File: config.mk
export PLATFORM = sky130hd
export DESIGN_NAME = summation_scheduler
export DESIGN_NICKNAME = d
export VERILOG_FILES = /design/src/rtl/summation_scheduler.sv
export SDC_FILE = /design/constraint.sdc
export NUM_CORES = 1
export LEC_CHECK = 0
export ABC_AREA = 0
export BUFFER_PORTS_ARGS = -buffer_cell sky130_fd_sc_hd__buf_2
export CAP_MARGIN = 20
export CORE_MARGIN = 2
export CORE_UTILIZATION = 45
export DETAILED_ROUTE_END_ITERATION = 12
export HOLD_SLACK_MARGIN = 0.15
export PLACE_DENSITY = 0.75
export REMOVE_ABC_BUFFERS = 1
export SYNTH_ARGS = -nofsm -noshare
export SYNTH_HDL_FRONTEND = slang
export SYNTH_SLANG_ARGS = --single-unit
File: constraint.sdc
create_clock -name clock -period 6.7 [get_ports clock]
set_clock_uncertainty 0.15 [all_clocks]
set_input_delay 1.34 -clock clock [delete_from_list [all_inputs] [get_ports clock]]
set_output_delay 1.34 -clock clock [all_outputs]
set_load 0.1 [all_outputs]
File: src/rtl/summation_scheduler.sv
// ---------------------------------------------------------------------------
// summation_scheduler
//
// Purpose:
//   Shares one summation engine (sum of i for i = 1..N) among NUM_REQ
//   requesters. A round-robin arbiter accepts one request at a time. The
//   scheduler issues a single-cycle start to the engine and waits for its
//   done pulse, giving up after TIMEOUT cycles. It then returns the result,
//   tagged with the requester id, through a held valid/ready response.
//   A request with N == 0 bypasses the engine and answers 0 directly.
//
// Parameters:
//   NUM_REQ  number of requesters (power of two, >= 2)
//   N_W      width of N
//   SUM_W    width of the sum (>= 2*N_W-1)
//   TIMEOUT  maximum number of WAIT cycles before a request is aborted
//
// Ports:
//   clock      in   rising-edge clock
//   reset_n    in   synchronous active-low reset
//   req_valid  in   [NUM_REQ]        per-requester request valid
//   req_n      in   [NUM_REQ*N_W]    per-requester N, requester k at [k*N_W +: N_W]
//   req_ready  out  [NUM_REQ]        one-hot grant, combinational, only in IDLE
//   eng_start  out                   one-cycle start pulse to the engine
//   eng_n      out  [N_W]            N presented to the engine
//   eng_done   in                    engine completion pulse
//   eng_sum    in   [SUM_W]          engine result, valid with eng_done
//   rsp_valid  out                   response valid
//   rsp_id     out  [log2(NUM_REQ)]  owner of the response
//   rsp_sum    out  [SUM_W]          result
//   rsp_err    out                   request timed out
//   rsp_ready  in                    response accept
//   busy       out                   high in every state except IDLE
// ---------------------------------------------------------------------------
module summation_scheduler #(
    parameter int NUM_REQ = 4,
    parameter int N_W     = 4,
    parameter int SUM_W   = 7,
    parameter int TIMEOUT = 32
) (
    input  logic                       clock,
    input  logic                       reset_n,
    input  logic [NUM_REQ-1:0]         req_valid,
    input  logic [NUM_REQ*N_W-1:0]     req_n,
    output logic [NUM_REQ-1:0]         req_ready,
    output logic                       eng_start,
    output logic [N_W-1:0]             eng_n,
    input  logic                       eng_done,
    input  logic [SUM_W-1:0]           eng_sum,
    output logic                       rsp_valid,
    output logic [$clog2(NUM_REQ)-1:0] rsp_id,
    output logic [SUM_W-1:0]           rsp_sum,
    output logic                       rsp_err,
    input  logic                       rsp_ready,
    output logic                       busy
);

    localparam int ID_W  = $clog2(NUM_REQ);
    // One spare bit so TIMEOUT-1 is always representable.
    localparam int TMR_W = $clog2(TIMEOUT) + 1;

    localparam logic [1:0] S_IDLE  = 2'd0;
    localparam logic [1:0] S_ISSUE = 2'd1;
    localparam logic [1:0] S_WAIT  = 2'd2;
    localparam logic [1:0] S_RESP  = 2'd3;

    logic [1:0]       r_state;
    logic [ID_W-1:0]  r_ptr;
    logic [TMR_W-1:0] r_timer;
    logic [ID_W-1:0]  r_id;
    logic [N_W-1:0]   r_n;
    logic [SUM_W-1:0] r_sum;
    logic             r_err;

    logic             w_grant_vld;
    logic [ID_W-1:0]  w_grant_id;
    logic [ID_W-1:0]  w_scan_idx;
    logic [N_W-1:0]   w_sel_n;
    logic             w_accept;
    logic             w_timeout;

    // Round-robin search: walk the requesters starting at r_ptr. NUM_REQ is
    // a power of two, so the ID_W-bit add wraps modulo NUM_REQ by itself.
    // The first valid requester found wins.
    always_comb begin
        w_grant_vld = 1'b0;
        w_grant_id  = '0;
        w_scan_idx  = '0;
        for (int i = 0; i < NUM_REQ; i++) begin
            w_scan_idx = r_ptr + ID_W'(i);
            if (!w_grant_vld && req_valid[w_scan_idx]) begin
                w_grant_vld = 1'b1;
                w_grant_id  = w_scan_idx;
            end
        end
    end

    // Grants exist only in IDLE. They are forced off while reset is held,
    // so nothing can handshake in a cycle that the reset edge will discard.
    always_comb begin
        req_ready = '0;
        if (reset_n && (r_state == S_IDLE) && w_grant_vld) begin
            req_ready = NUM_REQ'(1) << w_grant_id;
        end
    end

    assign w_accept  = reset_n && (r_state == S_IDLE) && w_grant_vld;
    assign w_sel_n   = req_n[w_grant_id*N_W +: N_W];
    assign w_timeout = (r_timer == TMR_W'(TIMEOUT - 1));

    // Main control. The request (id, N) is latched only at the handshake,
    // so later changes to req_n do not matter. In WAIT, a done pulse is
    // checked before the timeout, so done wins when both happen in the
    // same cycle. eng_done is looked at in no other state. That is how
    // late or stray pulses get dropped.
    always_ff @(posedge clock) begin
        if (!reset_n) begin
            r_state <= S_IDLE;
            r_ptr   <= '0;
            r_timer <= '0;
            r_id    <= '0;
            r_n     <= '0;
            r_sum   <= '0;
            r_err   <= 1'b0;
        end else begin
            case (r_state)
                S_IDLE: begin
                    if (w_accept) begin
                        r_id  <= w_grant_id;
                        r_n   <= w_sel_n;
                        r_ptr <= w_grant_id + 1'b1;
                        if (w_sel_n == '0) begin
                            r_sum   <= '0;
                            r_err   <= 1'b0;
                            r_state <= S_RESP;
                        end else begin
                            r_state <= S_ISSUE;
                        end
                    end
                end
                S_ISSUE: begin
                    r_timer <= '0;
                    r_state <= S_WAIT;
                end
                S_WAIT: begin
                    if (eng_done) begin
                        r_sum   <= eng_sum;
                        r_err   <= 1'b0;
                        r_state <= S_RESP;
                    end else if (w_timeout) begin
                        r_sum   <= '0;
                        r_err   <= 1'b1;
                        r_state <= S_RESP;
                    end else begin
                        r_timer <= r_timer + 1'b1;
                    end
                end
                S_RESP: begin
                    if (rsp_ready) begin
                        r_state <= S_IDLE;
                    end
                end
                default: begin
                    r_state <= S_IDLE;
                end
            endcase
        end
    end

    // The response fields come straight from the registers. They cannot
    // change while in RESP, so they stay stable under backpressure.
    assign eng_start = (r_state == S_ISSUE);
    assign eng_n     = r_n;
    assign rsp_valid = (r_state == S_RESP);
    assign rsp_id    = r_id;
    assign rsp_sum   = r_sum;
    assign rsp_err   = r_err;
    assign busy      = (r_state != S_IDLE);

endmodule

-- Word-level counts from Yosys, hierarchy flattened
Cells that the tools add are included.
- input port bits: 31
- output and inout bits: 21
- logic and storage cells: 81
- flip-flop bits (word level): 24
- magnitude comparators: 4
- add/sub/neg operators: 5
- shifts and indexed selects: 2
- muxes and demuxes: 36
- reduce and logical (&&, ||, !) cells: 17
- eq/ne operators: 10
- operators by type and width (cell ; number):
    $mux W7 ; 4
    $mux W2 ; 9
    $shiftx A16 B5 Y4 ; 1
    $pmux W7 S2 ; 1
    $lt A2 B3 Y1 const B ; 4
    $mux W1 ; 12
    $mux W6 ; 2
    $pmux W6 S2 ; 1
    $bmux W1 S2 ; 4
    $pmux W2 S4 ; 1
    $add A6 B1 Y6 const B ; 1
    $eq A6 B5 Y1 const B ; 1
    $ne A2 B2 Y1 const B ; 3
    $reduce_and A3 Y1 ; 2
    $reduce_bool A2 Y1 ; 3
    $logic_and A1 B1 Y1 ; 5
    $add A2 B1 Y2 const B ; 2
    $add A2 B2 Y2 const B ; 2
    $eq A2 B2 Y1 const B ; 2
    $logic_not A4 Y1 ; 1
    $mux W4 ; 1
    $ne A2 B1 Y1 const B ; 2
    $reduce_and A4 Y1 ; 1
    $shl A1 B2 Y4 const A ; 1
    6 further kinds ; 8

-- Longest topological paths before layout
Gate-level depths: netlist of the first run.
- word-level depth: 17
- gate-level depth with buffers: 9

-- Least setup slack after synthesis of the first run
OpenSTA, ideal clock, no wires.
- path type: input to output
- start: input req_valid[2]
- end: output req_ready[1]
- path buffers: 1
- required time: 5210 ps
- slack: 2180 ps
- data arrival time: 3030 ps
- cell stages on the path: 7
- cells stage by stage: nor2b_1 a21boi_1 o32a_1 buf_6 inv_1 ha_1 and3_1
- word-level cells in the longest chain between the ends: 14
- elaborated cells on any way between the ends: 25
- those cells by class: shift: 1; mux: 17; reduce/logical: 7
- ends and longest elaborated chain (item ; line ; text):
    start: declaration ; 43 ; input logic [NUM_REQ-1:0] req_valid,
    $bmux W1 S2 ; 91 ; if (!w_grant_vld && req_valid[w_scan_idx]) begin
    $mux W1 (not written as such) ; 91 ;
    $mux W1 ; 91 ;
    $logic_not A1 Y1 ; 91 ;
    $logic_and A1 B1 Y1 ; 91 ;
    $mux W1 ; 91 ;
    $logic_not A1 Y1 ; 91 ;
    $logic_and A1 B1 Y1 ; 91 ;
    $mux W1 ; 91 ;
    $logic_not A1 Y1 ; 91 ;
    $logic_and A1 B1 Y1 ; 91 ;
    $mux W2 * ; 91 ;
    named net w_grant_id[1] ; 76 ; logic [ID_W-1:0] w_grant_id;
    $shl A1 B2 Y4 * ; 103 ; req_ready = NUM_REQ'(1) << w_grant_id;
    $mux W4 * ; 102 ; if (reset_n && (r_state == S_IDLE) && w_grant_vld) begin
    end: declaration ; 45 ; output logic [NUM_REQ-1:0] req_ready,
The timed path passes the listed nets; every way through them passes the cells marked *. The select of a mux whose other input is x is not followed.

-- Worst setup path after layout of the first run
- start: input req_valid[1]
- end: output req_ready[2]
- word-level cells in the longest chain between the ends: 14
- elaborated cells on any way between the ends: 25
- those cells by class: shift: 1; mux: 17; reduce/logical: 7
- ends and longest elaborated chain (item ; line):
    $bmux W1 S2 ; 91
    $mux W1 (not written as such) ; 91
    $mux W1 ; 91
    $logic_not A1 Y1 ; 91
    $logic_and A1 B1 Y1 ; 91
    $mux W1 ; 91
    $logic_not A1 Y1 ; 91
    $logic_and A1 B1 Y1 ; 91
    $mux W1 ; 91
    $logic_not A1 Y1 ; 91
    $logic_and A1 B1 Y1 ; 91
    $mux W2 or $mux W1 (tied branches) ; 91
    $shl A1 B2 Y4 or $logic_and A1 B1 Y1 (tied branches) ; 103, 102
    $mux W4 * ; 102
Every way passes the cells marked *; elsewhere a longest branch is shown, timed or not. The select of a mux whose other input is x is not followed.

==> flow_summary.yaml, run 1 <==
finish:
  fin_cells: 261
  areaGrowthSynthToFinish_pct: 20.71
  postLayoutCoreUtil_pct: 57.09
  drive_above_1_share_pct: 29.03
  antennaDiodeCount: 0
  fin_nets: 260
global_routing:
  grt_usage_pct: 17.01
  grt_start_max_net_pins: 32
  grt-ovfl-total: 0
  grt_pass1_wl_mm: 4.809
  antenna_found_initial: 0
  grt_pass1_vias: 1204
yosys:
  synth.most_common_cell: "dfxtp_1"
  synth_flop_cell: "dfxtp_1"
  syn_inst: 170
  yosys-top-cells-count: "dfxtp_1, nand2_1, mux2i_1, nor2_1"
  synth_edf_count: 0
  avgSynthCellArea_sq_um: 8.493
  syn_area_sq_um: 1444
  ys_ff_latch: 24
  yosys.area.top_type: "dfxtp_1"
  synth_top_area_share_pct: 33.28
  ys_types: 32
  ys_seq_area_share_pct: 33.28
  yosys_warnings: 0
  synthArstFlopShare_pct: 0
  yosys-top-cells-area: "dfxtp_1, mux2i_1, ha_1"
clock_tree:
  clk_pin_slew_ns: 0.12
  clk_latency_ns: 0.31
  cts-root-buf: "clkbuf_4"
  clock-sinks: 24
  cts.repair.resized: 0
  htreeDepth: 1
  cts_buffers: 3
  post_cts_buffers: 0
  cts_hold_buf: 0
  clockBufferDepth: 2
  tritoncts: "built"
floorplanning:
  die_h_um: 60.65
  io-pin-count: 52
  initial_core_util_pct: 47.30
  core_area_sq_um: 3053
  die_w_um: 60.65
  dieArea_sq_um: 3678
  rows: 20
drt:
  drt_iter0_drc: 22
  dr_total_vias: 1310
  wire_per_inst_um: 11.46
  drt-total-wl_mm: 2.991
  drt-pass1-iter-count: 4
  route.detailed.drc: 0
  ant_nets: 0
  via_per_inst: 5.019
setup_path:
  r2r_cells: 8
  cp_max_fo: 12
  critPathKind: "input pin to output port"
  critPathLaunch: "req_valid[1]"
  required_ns: 5.21
  arrival_ns: 3.17
  crit-reg2reg-launch: "r_ptr[0]"
  endpoint_kind: "output port"
  r2r_setup_slack_ns: 4.00
  startpoint_type: "input pin"
  r2r-end: "rsp_sum[2]"
pwr:
  max-vdd-ir-drop_mv: 0.2969
  leakagePower_nw: 0.8188
  finalPower_mw: 0.8117
  p_per_area_nw_per_um2: 465.7
sta:
  fin_crit_ns: 4.661
  fin_crit_sh_pct: 69.57
  whs_ns: 0.3118
  timing.fmax_ghz: 0.2146
  worst_slew_pin_slew_ns: 0.6178
  tns_ns: 0
  relSlewSlack_pct: 58.76
  rsz0062_at_grt: "false"
  hold_violations: 0
  drv_slew: 0
  setup_viol: 0
outcome:
  outcome: "finished clean"
place:
  hpwl_mm: 2.400
  io_buffers: 51
  gp_congestion: 0.7969
  dpl.cell_count: 258
hold_path:
  hold_end: "rsp_id[1]"
  holdCritStartpoint: "rsp_id[1]"
  hold-path-cell-count: 2
  min_path_type: "flip-flop to flip-flop"
job:
  drv_cap: 0
## worst max path at each step
| stage | endpoint | slack [ns] | depth (start not counted) |
|---|---|---|---|
| final | req_ready[2] | 2.04 | 7 |
| after global routing | req_ready[0] | 1.95 | 8 |
| after CTS | req_ready[2] | 2.05 | 7 |
| after detailed placement | req_ready[2] | 2.05 | 7 |
| after global placement | req_ready[2] | 2.14 | 7 |
| after floorplan | req_ready[1] | 2.11 | 6 |
## placed cells by master (no fill, tap or decap), types with 5 or more instances in the layout
cell	instances
nor2b_1	5
mux2i_1	15
ha_1	10
mux2_2	5
o21ai_0	9
nor2_1	13
nand2_1	21
inv_1	10
a21oi_1	10
nand3_1	9
buf_2	51
dfxtp_1	24
and2_1	5
## logic make-up (layout without fill, tap and decap cells)
logic type      after synthesis  in the layout  synth area share [%]
compound gates               30             30                 13.69
xor+xnor                      4              4                 2.426
fa+ha+maj                    10             10                 8.666
buf+inv                      17             64                 4.939
flops                        24             24                 33.28
mux                          20             20                 14.30
simple gates                 65             65                 22.70
## final cells by class
class                      instances  area, sq um
clock buffer                       3        22.52
inverter                          10        37.54
sequential                        24        480.5
tap                               44        55.05
timing repair buffer              51        255.2
fill                             316         1310
multi-input combinational        129        892.1
## metal layers
| metal | part of all wire (%) | wire length (um) | vias up | GRT usage (%) |
|---|---|---|---|---|
| li1 | - | - | 678 | - |
| met1 | 44 | 1329 | 594 | 18.87 |
| met2 | 48 | 1438 | 33 | 32.26 |
| met3 | 6.5 | 193 | 5 | 3.838 |
| met4 | 0.97 | 29 | 0 | 4.658 |
| met5 | 0 | 0 | - | 0 |
## report_power, final
| group | internal [mW] | switching [mW] |
|---|---|---|
| clock | 0.0210 | 0.0415 |
| sequential | 0.172 | 0.0215 |
| combinational | 0.142 | 0.414 |
## metrics by stage
step / instance area [sq um] / setup WS [ns]
6_report: 1743 / 2.039
3_5_place_dp: 1720 / 2.054
4_1_cts: 1743 / 2.054
3_3_place_gp: 1720 / 2.137
5_1_grt: 1743 / 1.950
2_1_floorplan: 1410 / 2.112
## critical path: stages
cell and delay, ns:
buf_2 0.12, nor2b_1 0.15, a21boi_1 0.20, o32a_1 0.56, ha_1 0.24, and3_1 0.14, buf_2 0.42
## sequential cells by signal, summed over array words and instances (netlist names)
register / flops
rsp_err: 1
r_state: 2
eng_n: 4
rsp_id: 2
r_ptr: 2
r_timer: 6
rsp_sum: 7
Note: power is estimated with default switching activity, not from simulation.
==> inputs of run 2 (changes only) <==
- CORE_UTILIZATION: 45 -> 44
- PLACE_DENSITY: 0.75 -> 0.76
- clock period: 6.7 -> 4.1 ns (I/O delays scaled with it)
==> run 2 against run 1 <==
Compared with the run above: routed wire length decreased by 3.5%; non-clock buffer count is 1 higher; hold slack about the same; critical endpoint is now req_ready[1]; cell area up 2.2%; utilization rose by 0.76 points; global-route usage fell by 0.44 points; clock power rose to 2.7 times the previous value; flip-flop and latch count did not move; clock-buffer cell count did not move; register-to-register slack worse by 2.4 ns; sequential share of layout area fell by 0.58 points; largest cell class unchanged; combinational power is 63% higher.
==> flow_summary.yaml, run 2 (synthesized netlist as in run 1, its figures left out) <==
outcome:
  outcome: "finished clean"
sta:
  worst_slew_pin_slew_ns: 0.5073
  drv_slew: 0
  fin_crit_sh_pct: 83.28
  tns_ns: 0
  relSlewSlack_pct: 66.07
  fin_crit_ns: 3.415
  setup_viol: 0
  hold_violations: 0
  rsz0062_at_grt: "false"
  timing.fmax_ghz: 0.2929
floorplanning:
  die_h_um: 61.29
  io-pin-count: 52
  core_area_sq_um: 3078
  dieArea_sq_um: 3756
  initial_core_util_pct: 46.91
  die_w_um: 61.29
  rows: 20
finish:
  largest_reg_flops: 7
  fillers: 291
  fin_nets: 261
  drive_above_1_share_pct: 29.68
  areaGrowthSynthToFinish_pct: 23.31
  layout_commonest_cell: "buf_2"
  layout_common_cells: "buf_2, dfxtp_1, nand2_1"
  antennaDiodeCount: 0
pwr:
  leakagePower_nw: 0.8379
  combPwrFrac_pct: 65.2
  seq_power_share_pct: 22.7
  netSwitchingFraction_pct: 55.87
  max-vdd-ir-drop_mv: 0.5861
  p_per_area_nw_per_um2: 782.5
  finalPower_mw: 1.393
  power.internal_mw: 0.6149
  pwr-share-clk_pct: 12.1
  p_sw_mw: 0.7783
global_routing:
  antenna_found_initial: 0
  grt_pass1_vias: 1222
  grt_pass1_wl_mm: 4.802
  grt_start_max_net_pins: 32
  grt_usage_pct: 16.57
  grt-ovfl-total: 0
setup_path:
  crit_chain: "buf_2 > nor2b_1 > a21boi_1 > o32a_1 > buf_4 > inv_1 > ha_1 > and3_1 > buf_2"
  crit_cells: 9
  cp_max_fo: 12
  critPathKind: "input pin to output port"
  startpoint_type: "input pin"
  arrival_ns: 2.44
  r2r_setup_slack_ns: 1.56
  r2r_cells: 8
  path_buf_inv: 4
  cp_common_cell: "buf_2"
  endpoint_kind: "output port"
  path_delay_family: "buffers and inverters"
  slowest_stage: "buf_2"
  required_ns: 3.13
  slowest_delay_ns: 0.42
drt:
  drt_iter0_drc: 26
  route.detailed.drc: 0
  ant_nets: 0
  drt-total-wl_mm: 2.886
  drt-pass1-iter-count: 4
  via_per_inst: 4.848
  wire_per_inst_um: 10.97
  dr_total_vias: 1275
clock_tree:
  htreeDepth: 1
  cts_buffers: 3
  tritoncts: "built"
  cts-root-buf: "clkbuf_4"
  clk_latency_ns: 0.31
  clockBufferDepth: 2
  clk_pin_slew_ns: 0.13
  clock-sinks: 24
  cts_hold_buf: 0
  post_cts_buffers: 0
  cts.repair.resized: 0
hold_path:
  min_path_type: "flip-flop to flip-flop"
  hold-path-cell-count: 2
place:
  gp_congestion: 0.8522
  io_buffers: 51
  hpwl_mm: 2.260
job:
  drv_cap: 0
==> run 2: changes by cell type in the layout (fill, tap and decap cells not counted), sizes merged <==
cell and delta:
bufinv +1, buf +1
==> run 2: power groups by stage <==
stage                     sequential [mW]  clock (mW)  combinational (mW)
after detailed placement            0.321           0               0.913
after floorplan                     0.512           0               0.576
after global placement              0.319           0               0.907
final                               0.316       0.169               0.908
after global routing                0.324       0.181               0.978
after CTS                           0.316       0.176               0.914
==> run 2: tightest hold or removal path, delay by kind of cell, from the launching register on <==
kind | cells | cell delay (ns)
multiplexers | 1 | 0.05
flip-flops | 1 | 0.33
AND/OR/NAND/NOR | 1 | 0.05
==> run 2: metal layers <==
layer	GRT usage, %	vias up	wire length (um)	part of all wire, %
li1	-	682	-	-
met1	19.02	551	1374	48
met2	31.00	40	1278	44
met3	2.941	2	219	7.6
met4	4.969	0	12	0.42
met5	0	-	0	0
==> run 2: final timing paths <==
kind	from	end
worst max-delay path	req_valid[2]	req_ready[1]
worst min-delay path	rsp_sum[4]	rsp_sum[4]
worst max register to register	r_ptr[1]	rsp_sum[2]
worst min register to register	rsp_sum[4]	rsp_sum[4]
==> run 2: final cells by class <==
cell class	count	area, sq um	share of cell area, %
repair buffers	52	262.8	14.76
inverters	10	37.54	2.108
clock inverters	1	30.03	1.687
multi-input cells	129	892.1	50.11
clock buffers	3	22.52	1.265
well taps	44	55.05	3.092
flip-flops and latches	24	480.5	26.99
==> run 2: metrics by stage <==
| stage | cell area, sq um | hold WS [ns] | cells | util, % | setup WS [ns] |
|---|---|---|---|---|---|
| 2_1_floorplan | 1410 | 0.3081 | 163 | - | 0.5519 |
| 3_3_place_gp | 1728 | 0.2936 | 259 | 56.14 | 0.7188 |
| 3_5_place_dp | 1728 | 0.2976 | 259 | 56.14 | 0.6854 |
| 4_1_cts | 1780 | 0.3173 | 263 | 57.85 | 0.6812 |
| 5_1_grt | 1780 | 0.3382 | 263 | 57.85 | 0.5823 |
| 6_report | 1780 | 0.3118 | 263 | 57.85 | 0.6855 |
==> inputs of run 3 (changes only) <==
- clock period: 4.1 -> 3.02 ns (I/O delays scaled with it)
==> run 3 against run 2 <==
Compared with the run above: critical path depth fell by 1; clock power fell by 22%; final cell count fell by 0.38%; routed wire length rose by 10%; die area did not move; clock-buffer cell count did not move; global-route usage rose by 0.93 points; via count rose by 3.1%; cell area rose by 2.0%; hold slack got worse by 0.0021 ns; flip-flop and latch count did not move; combinational power rose by 43%; highest routed layer is now met3.
==> flow_summary.yaml, run 3 (synthesized netlist as in run 1, its figures left out) <==
drt:
  dr_total_vias: 1314
  wire_per_inst_um: 12.11
  via_per_inst: 5.015
  ant_nets: 0
  drt_iter0_drc: 16
  route.detailed.drc: 0
  drt-total-wl_mm: 3.174
  drt-pass1-iter-count: 4
finish:
  fin_cells: 262
  multi_input_comb_area_sq_um: 897.1
  fin_nets: 261
  layout_commonest_cell: "buf_2"
  antennaDiodeCount: 0
  fillers: 300
  ff_latch_area_sq_um: 480.5
  drive_above_1_share_pct: 30.28
  largest_reg_flops: 7
  areaGrowthSynthToFinish_pct: 25.74
  layout_common_cells: "buf_2, dfxtp_1, nand2_1"
floorplanning:
  core_area_sq_um: 3078
  initial_core_util_pct: 46.91
  dieArea_sq_um: 3756
  die_w_um: 61.29
  rows: 20
  die_h_um: 61.29
  io-pin-count: 52
pwr:
  pwr-share-clk_pct: 7.1
  p_per_area_nw_per_um2: 1025
  seq_power_share_pct: 23.2
  combPwrFrac_pct: 69.7
  leakagePower_nw: 0.8370
  max-vdd-ir-drop_mv: 0.9726
  p_sw_mw: 1.069
  netSwitchingFraction_pct: 57.48
  power.internal_mw: 0.7912
  finalPower_mw: 1.861
global_routing:
  grt_pass1_vias: 1197
  grt-ovfl-total: 0
  grt_usage_pct: 17.51
  antenna_found_initial: 0
  grt_start_max_net_pins: 32
  grt_pass1_wl_mm: 4.947
clock_tree:
  post_cts_buffers: 0
  clk_pin_slew_ns: 0.12
  htreeDepth: 1
  clock-sinks: 24
  cts_buffers: 3
  tritoncts: "built"
  clockBufferDepth: 2
  cts_hold_buf: 0
  clk_latency_ns: 0.30
  cts.repair.resized: 1
  cts-root-buf: "clkbuf_4"
sta:
  relSlewSlack_pct: 66.65
  fin_crit_sh_pct: 97.43
  hold_violations: 0
  fin_crit_ns: 2.942
  worst_slew_pin_slew_ns: 0.5037
  rsz0062_at_grt: "false"
  whs_ns: 0.3097
  drv_slew: 0
  timing.fmax_ghz: 0.3399
  setup_viol: 0
  tns_ns: 0
setup_path:
  r2r_cells: 8
  crit_path_end: "req_ready[0]"
  startpoint_type: "input pin"
  arrival_ns: 2.19
  r2r_setup_slack_ns: 0.59
  r2r-end: "rsp_sum[1]"
  crit-reg2reg-launch: "r_ptr[0]"
  cp_max_fo: 12
  critPathLaunch: "req_valid[1]"
  required_ns: 2.27
  critPathKind: "input pin to output port"
  endpoint_kind: "output port"
hold_path:
  min_path_type: "flip-flop to flip-flop"
  holdCritStartpoint: "rsp_id[1]"
place:
  gp_congestion: 0.8283
  hpwl_mm: 2.495
  dpl.cell_count: 259
  io_buffers: 51
outcome:
  outcome: "finished clean"
job:
  drv_cap: 0
run 3: cell types whose count changed in the layout (fill, tap and decap cells not counted), sizes merged:
cell    before  now
bufinv       1    0
run 3: power groups by stage:
stage          clock (mW)  combinational (mW)  sequential, mW
2_1_floorplan           0               0.781           0.695
3_3_place_gp            0                1.29           0.435
3_5_place_dp            0                1.29           0.439
4_1_cts             0.141                1.30           0.431
5_1_grt             0.152                1.39           0.441
6_report            0.132                1.30           0.431
run 3: metal layers:
layer | up-vias | track usage (%) | share of wire, %
met5 | - | 0 | 0
met2 | 34 | 32.07 | 48
met1 | 599 | 21.01 | 46
li1 | 681 | - | -
met3 | 0 | 2.311 | 6.1
met4 | 0 | 5.590 | 0
run 3: layout make-up:
| cell class | instances | area share [%] |
|---|---|---|
| Clock buffer | 3 | 1.241 |
| Inverter | 10 | 2.068 |
| Multi-Input combinational cell | 129 | 49.41 |
| Sequential cell | 24 | 26.46 |
| Tap cell | 44 | 3.032 |
| Timing Repair Buffer | 52 | 17.78 |
run 3: critical path, stage by stage:
cell and delay, ns:
buf_2 0.13, nor2b_1 0.18, a21boi_1 0.22, o32a_2 0.37, inv_1 0.12, ha_1 0.21
and3_1 0.19, buf_12 0.17
run 3: through the flow:
stage | util [%] | worst slack, ns | area, sq um
after detailed placement | 58.09 | -0.1927 | 1788
after global placement | 58.09 | -0.008890 | 1788
final | 58.98 | 0.07774 | 1815
after CTS | 58.86 | 0.08390 | 1812
after global routing | 58.98 | 0.0009657 | 1815
after floorplan | - | -0.1540 | 1410
run 3: worst min path at each step:
stage,endpoint,depth (start not counted)
after global routing,rsp_id[1],2
after floorplan,r_timer[1],2
after CTS,rsp_id[1],2
final,rsp_id[1],2
after global placement,rsp_sum[6],2
after detailed placement,rsp_id[1],2
